--- src/rtl/gpgpu_mem_arb_pkg.sv ---
// Shared types for the OBI SRAM arbiter: FSM state encoding and owner-index width helper.
package gpgpu_mem_arb_pkg;

    typedef enum logic [1:0] {
        IDLE = 2'd0,
        HOLD = 2'd1,
        RESP = 2'd2
    } arb_state_t;

    // Width of a master index; never below one bit so single-bit ports stay legal.
    function automatic int owner_w(input int num_req);
        return (num_req > 1) ? $clog2(num_req) : 1;
    endfunction

endpackage

--- src/rtl/rr_pick.sv ---
// Combinational round-robin picker: first set request bit at or after ptr, wrapping.
module rr_pick #(
    parameter int NUM_REQ = 4,
    parameter int IDX_W   = 2
) (
    input  logic [NUM_REQ-1:0] req,
    input  logic [IDX_W-1:0]   ptr,
    output logic               valid,
    output logic [IDX_W-1:0]   idx
);

    logic [IDX_W-1:0] cand;

    // Scan from the farthest candidate down so the nearest one to ptr is written last.
    always_comb begin
        valid = 1'b0;
        idx   = '0;
        cand  = '0;
        for (int i = NUM_REQ - 1; i >= 0; i--) begin
            cand = IDX_W'((int'(ptr) + i) % NUM_REQ);
            if (req[cand]) begin
                valid = 1'b1;
                idx   = cand;
            end
        end
    end

endmodule

--- src/rtl/obi_sram_arbiter.sv ---
// Round-robin arbiter sharing one OBI SRAM slave among NUM_REQ masters, one transaction in flight.
// Handshake: a request transfers on req && gnt in the same cycle; its response is the next rvalid.
module obi_sram_arbiter
    import gpgpu_mem_arb_pkg::*;
#(
    parameter int NUM_REQ = 4,
    parameter int ADDR_W  = 32,
    parameter int DATA_W  = 32
) (
    input  logic                          clk_i,
    input  logic                          rst_i,
    input  logic [NUM_REQ-1:0]            m_req_i,
    input  logic [NUM_REQ-1:0]            m_we_i,
    input  logic [NUM_REQ*DATA_W/8-1:0]   m_be_i,
    input  logic [NUM_REQ*ADDR_W-1:0]     m_addr_i,
    input  logic [NUM_REQ*DATA_W-1:0]     m_wdata_i,
    output logic [NUM_REQ-1:0]            m_gnt_o,
    output logic [NUM_REQ-1:0]            m_rvalid_o,
    output logic [DATA_W-1:0]             m_rdata_o,
    output logic                          s_req_o,
    output logic                          s_we_o,
    output logic [DATA_W/8-1:0]           s_be_o,
    output logic [ADDR_W-1:0]             s_addr_o,
    output logic [DATA_W-1:0]             s_wdata_o,
    input  logic                          s_gnt_i,
    input  logic                          s_rvalid_i,
    input  logic [DATA_W-1:0]             s_rdata_i,
    output logic [owner_w(NUM_REQ)-1:0]   owner_o,
    output logic                          busy_o,
    output logic                          stray_rsp_o,
    output logic [1:0]                    state_o
);

    localparam int BE_W    = DATA_W / 8;
    localparam int OWNER_W = owner_w(NUM_REQ);

    arb_state_t         state_q, state_d;
    logic [OWNER_W-1:0] rr_ptr_q, rr_ptr_d;
    logic [OWNER_W-1:0] owner_q, owner_d;
    logic [OWNER_W-1:0] sel;
    logic               drive;
    logic               stray_q;
    logic               pick_valid;
    logic [OWNER_W-1:0] pick_idx;

    rr_pick #(
        .NUM_REQ (NUM_REQ),
        .IDX_W   (OWNER_W)
    ) u_rr_pick (
        .req   (m_req_i),
        .ptr   (rr_ptr_q),
        .valid (pick_valid),
        .idx   (pick_idx)
    );

    always_comb begin
        state_d    = state_q;
        owner_d    = owner_q;
        rr_ptr_d   = rr_ptr_q;
        sel        = owner_q;
        drive      = 1'b0;
        m_gnt_o    = '0;
        m_rvalid_o = '0;
        m_rdata_o  = '0;

        case (state_q)
            IDLE: begin
                if (pick_valid) begin
                    sel     = pick_idx;
                    drive   = 1'b1;
                    owner_d = pick_idx;
                    state_d = s_gnt_i ? RESP : HOLD;
                end
            end
            HOLD: begin
                // A master withdrawing an ungranted request is abandoned, not forwarded.
                if (m_req_i[owner_q]) begin
                    drive   = 1'b1;
                    state_d = s_gnt_i ? RESP : HOLD;
                end else begin
                    state_d = IDLE;
                end
            end
            RESP: begin
                if (s_rvalid_i) begin
                    m_rvalid_o[owner_q] = 1'b1;
                    m_rdata_o           = s_rdata_i;
                    state_d             = IDLE;
                end
            end
            default: state_d = IDLE;
        endcase

        if (drive && s_gnt_i) begin
            m_gnt_o[sel] = 1'b1;
            rr_ptr_d     = (sel == OWNER_W'(NUM_REQ - 1)) ? '0 : sel + 1'b1;
        end

        s_req_o   = drive;
        s_we_o    = drive & m_we_i[sel];
        s_be_o    = drive ? m_be_i[sel*BE_W +: BE_W] : '0;
        s_addr_o  = drive ? m_addr_i[sel*ADDR_W +: ADDR_W] : '0;
        s_wdata_o = drive ? m_wdata_i[sel*DATA_W +: DATA_W] : '0;
    end

    always_ff @(posedge clk_i) begin
        if (rst_i) begin
            state_q  <= IDLE;
            rr_ptr_q <= '0;
            owner_q  <= '0;
            stray_q  <= 1'b0;
        end else begin
            state_q  <= state_d;
            rr_ptr_q <= rr_ptr_d;
            owner_q  <= owner_d;
            // A response with nothing outstanding is dropped but remembered until reset.
            if (s_rvalid_i && (state_q != RESP)) begin
                stray_q <= 1'b1;
            end
        end
    end

    assign owner_o     = owner_q;
    assign busy_o      = (state_q != IDLE);
    assign stray_rsp_o = stray_q;
    assign state_o     = state_q;

endmodule
--- config.mk ---
export PLATFORM = sky130hd
export DESIGN_NAME = obi_sram_arbiter
export DESIGN_NICKNAME = d
export VERILOG_FILES = /design/src/rtl/gpgpu_mem_arb_pkg.sv /design/src/rtl/rr_pick.sv /design/src/rtl/obi_sram_arbiter.sv
export SDC_FILE = /design/constraint.sdc
export NUM_CORES = 1
export LEC_CHECK = 0
export BUFFER_PORTS_ARGS = -buffer_cell sky130_fd_sc_hd__clkbuf_2
export CORE_AREA = 2 2 167 169
export CTS_CLUSTER_DIAMETER = 40
export DETAILED_ROUTE_END_ITERATION = 8
export DIE_AREA = 0 0 169 171
export SLEW_MARGIN = 30
export SYNTH_ARGS = -nofsm -noshare
export SYNTH_HDL_FRONTEND = slang
export SYNTH_SLANG_ARGS = --single-unit
--- constraint.sdc ---
create_clock -name clk_i -period 1.7 [get_ports clk_i]
set_input_delay 0.17 -clock clk_i [delete_from_list [all_inputs] [get_ports clk_i]]
set_output_delay 0.17 -clock clk_i [all_outputs]
set_load 0.02 [all_outputs]
After elaboration in Yosys (flattened, before gate mapping). Index checks and enable logic that the tools add are counted.

Register bits after elaboration: 7. Bits in latches: 0. RAM bits: 0. Memory bits (read-only): 0. Input bits: 316. Output and inout port bits: 116. Word-level logic and storage cells: 76. Memories: 0.

Add/sub/neg operators: 4. Multipliers: 0. Div/mod/pow operators: 0. Order comparisons: 8. Equality and inequality tests: 6. Shifts and indexed selects: 3. Mux-type cells: 43. Bitwise gates (word level): 1. Reduce and logical (&&, ||, !) cells: 7.

Operators with widths (number): indexed part select 128 x 8 -> 32 bit (2); two-way mux 32 bit (4); two-way mux 2 bit (11); less-than comparator 2 x 3 -> 1 bit (second input constant) (6); two-way mux 4 bit (4); indexed part select 16 x 5 -> 4 bit (1); two-way mux 1 bit (14); binary-select mux 1 bit (select 2 bit) (6); != test 2 bit (second input constant) (3); one-hot mux 2 bit (3 select lines) (1); adder 2 x 1 -> 2 bit (second input constant) (2); adder 2 bit (second input constant) (2); demux 1 bit (select 2 bit) (2); == test 2 bit (second input constant) (2); >= comparator 2 x 1 -> 1 bit (second input constant) (2); logical AND 1 bit (4); == test 2 x 1 -> 1 bit (second input constant) (1); logical NOT 2 bit (1); one-hot mux 1 bit (2 select lines) (1); AND reduction 2 bit (1); nonzero test 2 bit (1); bitwise AND 1 bit (1).

Longest topological paths before layout.
Depth in word-level cells: 14. Depth in mapped cells: 10. Gate-level depth less buffers: 7.

By module. A second synthesis with hierarchy kept.

Cells, all modules: 587. Area total of the unflattened synthesis: 3432.0 um^2.

By module, submodules not included: obi_sram_arbiter (times used 1, cells each 574, area an instance 3354.5 um^2, seq. area each 140.1 um^2); rr_pick (times used 1, cells each 13, area an instance 77.6 um^2, seq. area each 0.0 um^2).

Worst setup path after synthesis. OpenSTA, ideal clock, no wires.

Path kind: reg2out. Start point: register state_q[0] (netlist: state_o[0]). End point: output s_wdata_o[21]. Arrival time: 1.981 ns. Required time: 1.530 ns. Path slack: -0.451 ns. Stages on the path, launching flop included: 8. Buffers on the path: 3. Cell sequence: dfxtp_1 -> nor2b_1 -> inv_1 -> o32a_1 -> buf_2 -> buf_2 -> buf_2 -> o22ai_1.

Cells in the longest elaborated chain, start to end: 4. Elaborated cells between the ends (all ways): 6. Those cells by class: eq/ne: 1; shift: 1; mux: 3; reduce/logical: 1.

RTL lines: start, declared (line obi_sram_arbiter.sv:37) `arb_state_t state_q, state_d;`; start signal, assigned (line obi_sram_arbiter.sv:113) `state_q <= state_d;`; logical NOT 2 bit (line obi_sram_arbiter.sv:66) `case (state_q)`; two-way mux 2 bit; indexed part select 128 x 8 -> 32 bit (line obi_sram_arbiter.sv:103) `s_wdata_o = drive ? m_wdata_i[sel*DATA_W +: DATA_W] : '0;`; two-way mux 32 bit (*) (line obi_sram_arbiter.sv:103); end, declared (line obi_sram_arbiter.sv:24) `output logic [DATA_W-1:0] s_wdata_o,`.

Every way passes the cells marked *; elsewhere a longest branch is shown, timed or not.

Final worst setup path.
Start point: register rr_ptr_q[0]. End point: output s_wdata_o[1].

Cells in the longest elaborated chain, start to end: 11. Elaborated cells between the ends (all ways): 25. Those cells by class: add/sub: 3; shift: 1; mux: 21.

RTL lines: start, declared (line obi_sram_arbiter.sv:38) `logic [OWNER_W-1:0] rr_ptr_q, rr_ptr_d;`; start signal, assigned (line obi_sram_arbiter.sv:114) `rr_ptr_q <= rr_ptr_d;`; adder 2 bit (line rr_pick.sv:20) `cand = IDX_W'((int'(ptr) + i) % NUM_REQ);`; binary-select mux 1 bit (select 2 bit) (line rr_pick.sv:21) `if (req[cand]) begin`; two-way mux 1 bit (not written as such) (line rr_pick.sv:21); two-way mux 2 bit or two-way mux 1 bit (tied branches) (4 in series) (line rr_pick.sv:21); two-way mux 2 bit (2 in series); indexed part select 128 x 8 -> 32 bit (line obi_sram_arbiter.sv:103); two-way mux 32 bit (*) (line obi_sram_arbiter.sv:103).

Every way passes the cells marked *; elsewhere a longest branch is shown, timed or not. The select of a mux whose other input is x is not followed.

==> metrics.md <==
| Metric | Value |
|---|---|
| Flops & latches, synth | `7` |
| Fin Clk Skew | `0.00287 ns` |
| Share of layout cells above drive strength 1 | `0.847` |
| Total grt overflow | `0` |
| Iter 0 DRT Violations | `135` |
| Max_cap viols | `0` |
| Full die area | `28900 um^2` |
| Avg Inst Size Synth | `8.42 um^2` |
| Commonest cells post-synth | `141 x mux2i_1, 69 x o22ai_1, 38 x and3_1` |
| Pwr per Cell Area | `803 nW/um^2` |
| Total number of vias | `4851` |
| Hold depth | `2` |
| Clk root buf | `clkbuf_16` |
| Initial antenna violation count | `0` |
| Final Wtd Congestion | `0.720` |
| Clock buffer depth | `2` |
| GRT Total Usage | `0.105` |
| Worst slew pin tran | `0.328 ns` |
| Post-CTS Hold Buffers | `0` |
| IO Pins | `432` |
| Setup violators final | `76` |
| Worst EP arrival | `2.14 ns` |
| Req. time, crit path | `1.53 ns` |
| Final worst slack | `-0.607 ns` |
| Pleak | `4.18 nW` |
| Synthesized Nets | `665` |
| Peak supply drop | `0.000404 V` |
| Top cell type's share of synthesized area | `0.486` |
| Final Util | `0.296` |
| Most common flop cell mapped by yosys | `dfxtp_1` |
| Final ANT Viol Nets | `0` |
| Pin count of the biggest net entering global routing | `24` |
| Number of cells on the worst reg-to-reg path | `10` |
| Max Fclk | `434 MHz` |
| Starting Density | `0.106` |
| Cell row count | `61` |
| Synthesis Warnings | `0` |
| CTS buffer count | `3` |
| CP max FO | `8` |
| Worst Hold Class | `in2reg` |
| Fin crit period | `2.31 ns` |
| CTS tree | `done` |
| WL final | `18.9 mm` |
| Startpoint types | `flop` |
| Status | `finished with violations` |
| Fillers | `2832` |
| Total power | `6.50 mW` |
| Die width | `169 um` |
| Final std cells w/o fill | `1183` |
| Mapped Cells | `345` |
| Die Y | `171 um` |
| Avg WL per Cell | `15.9 um` |
| Async set or reset register ratio after synthesis | `0` |
| Synth area leaders | `mux2i_1 49%, o22ai_1 15%, and3_1 8.2%` |
| H-tree depth | `1` |
| Final hold vios | `0` |
| Total Nets Final | `1158` |
| Worst-path clk slew | `0.04 ns` |
| Core area | `27300 um^2` |
| Post-place setup slack | `-0.429 ns` |
| Most instantiated library cell after synthesis | `mux2i_1` |
| Post-Syn Area | `2910 um^2` |
| Global-route wire length before repair | `23.7 mm` |
| Failing checks | `setup timing` |
| Slew HR | `0.781` |
| Post-synthesis sequential area ratio | `0.0482` |
| DRT Pass-1 Iters | `4` |
| R2R Setup Slk | `-0.29 ns` |
| EDFF count, synth | `0` |
| Yosys top cell by area | `mux2i_1` |
| Residual DRC | `0` |
| Final Slew Violations | `0` |
| RSZ-0062 raised after global routing | `yes` |
| Placed cell count | `1158` |
| Synth-to-Final Area Change | `178%` |
| Placed wire-length estimate | `14.2 mm` |
| Clk sinks | `7` |
| Period utilization | `1.36` |
| Ant. Diodes | `0` |
| Buffers on Ports | `431` |
| Netlist cell types | `33` |
| Setup TNS | `-41.43 ns` |
| Worst-Skew Late Latency | `0.23 ns` |
| Vias in the first global route | `4394` |
| Vias per cell | `4.10` |
| WS Path Type | `reg2out` |
| Crit. End Element | `output port` |
## flip-flops by register name, summed over array words and instances, names as in the netlist
name         flops
stray_rsp_o      1
owner_o          2
state_o          2
rr_ptr_q         2
## final timing paths
check	from	endpoint
worst max-delay path	rr_ptr_q[0]$_SDFFE_PP0P_	s_wdata_o[1]
worst max register to register	rr_ptr_q[0]$_SDFFE_PP0P_	rr_ptr_q[1]$_SDFFE_PP0P_
worst min-delay path	rst_i	state_o[1]$_SDFFE_PP0P_
worst min register to register	stray_rsp_o$_SDFFE_PP0P_	stray_rsp_o$_SDFFE_PP0P_
## kinds of logic after synthesis
| group | after synthesis | synth area share |
|---|---|---|
| multiplexers | 143 | 0.498 |
| flip-flops | 7 | 0.0482 |
| AND/OR/NAND/NOR | 62 | 0.130 |
| AO/OA/AOI/OAI | 83 | 0.190 |
| buffers and inverters | 46 | 0.116 |
| adder cells (fa/ha/maj) | 4 | 0.0172 |
## per-layer routing
layer  vias to the layer above  routed length [um]  global-route usage
met4                         0                  97              0.0164
li1                       2343                   -                   -
met1                      2270                7380               0.128
met5                         -                   0                   0
met2                       232               10300               0.204
met3                         6                1030             0.00925
## layout make-up
type	instances	area (um^2)	area share
clock buffers	4	78.8	0.00974
multi-input cells	292	3660	0.452
flip-flops and latches	7	153	0.0189
well taps	346	433	0.0535
repair buffers	527	3740	0.462
inverters	7	26.3	0.00325
## where the power goes
part / switching (mW) / internal [mW]
logic: 2.69 / 3.20
clock network: 0.0894 / 0.312
registers: 0.0206 / 0.185
total: 2.80 / 3.70
## repair_timing
item	4_1_cts	5_1_grt
endpoints found under the setup margin	102	87
pin swaps	3	6
gates resized for setup	126	193
gates cloned	3	4
setup buffers	10	5
## through the flow
| step | hold slack (ns) | cell area, um^2 |
|---|---|---|
| global placement | 0.452 | 6500 |
| finish | 0.219 | 8090 |
| detailed placement | 0.461 | 6500 |
| CTS | 0.224 | 7350 |
| global route | 0.231 | 8090 |
| floorplan | 0.229 | 3540 |
## placed cells by master, fill, tap and decap left out, drive strengths merged
master and count:
clkbuf 393, mux2i 141, buf 138, o22ai 69, and3 38, nor2 8, inv 7, dfxtp 7
nor2b 6, a21oi 4, ha 4, nand2b 3, nand2 3, o21ai 2, a21o 2, a21boi 1
or4 1, a32oi 1, a211oi 1, mux4 1, a22o 1, o32a 1, mux2 1, a31oi 1
and2 1, and3b 1, nor3b 1
## worst max-delay path, cell delays in order, from the launching register on
cell      delay [ns]
dfxtp_2         0.32
nand2b_4        0.13
a21o_1          0.18
a32oi_4         0.25
buf_6           0.19
buf_16          0.19
buf_12          0.16
mux2i_2         0.25
o22ai_2         0.11
buf_6           0.13
(Power assumes the default switching activity.)
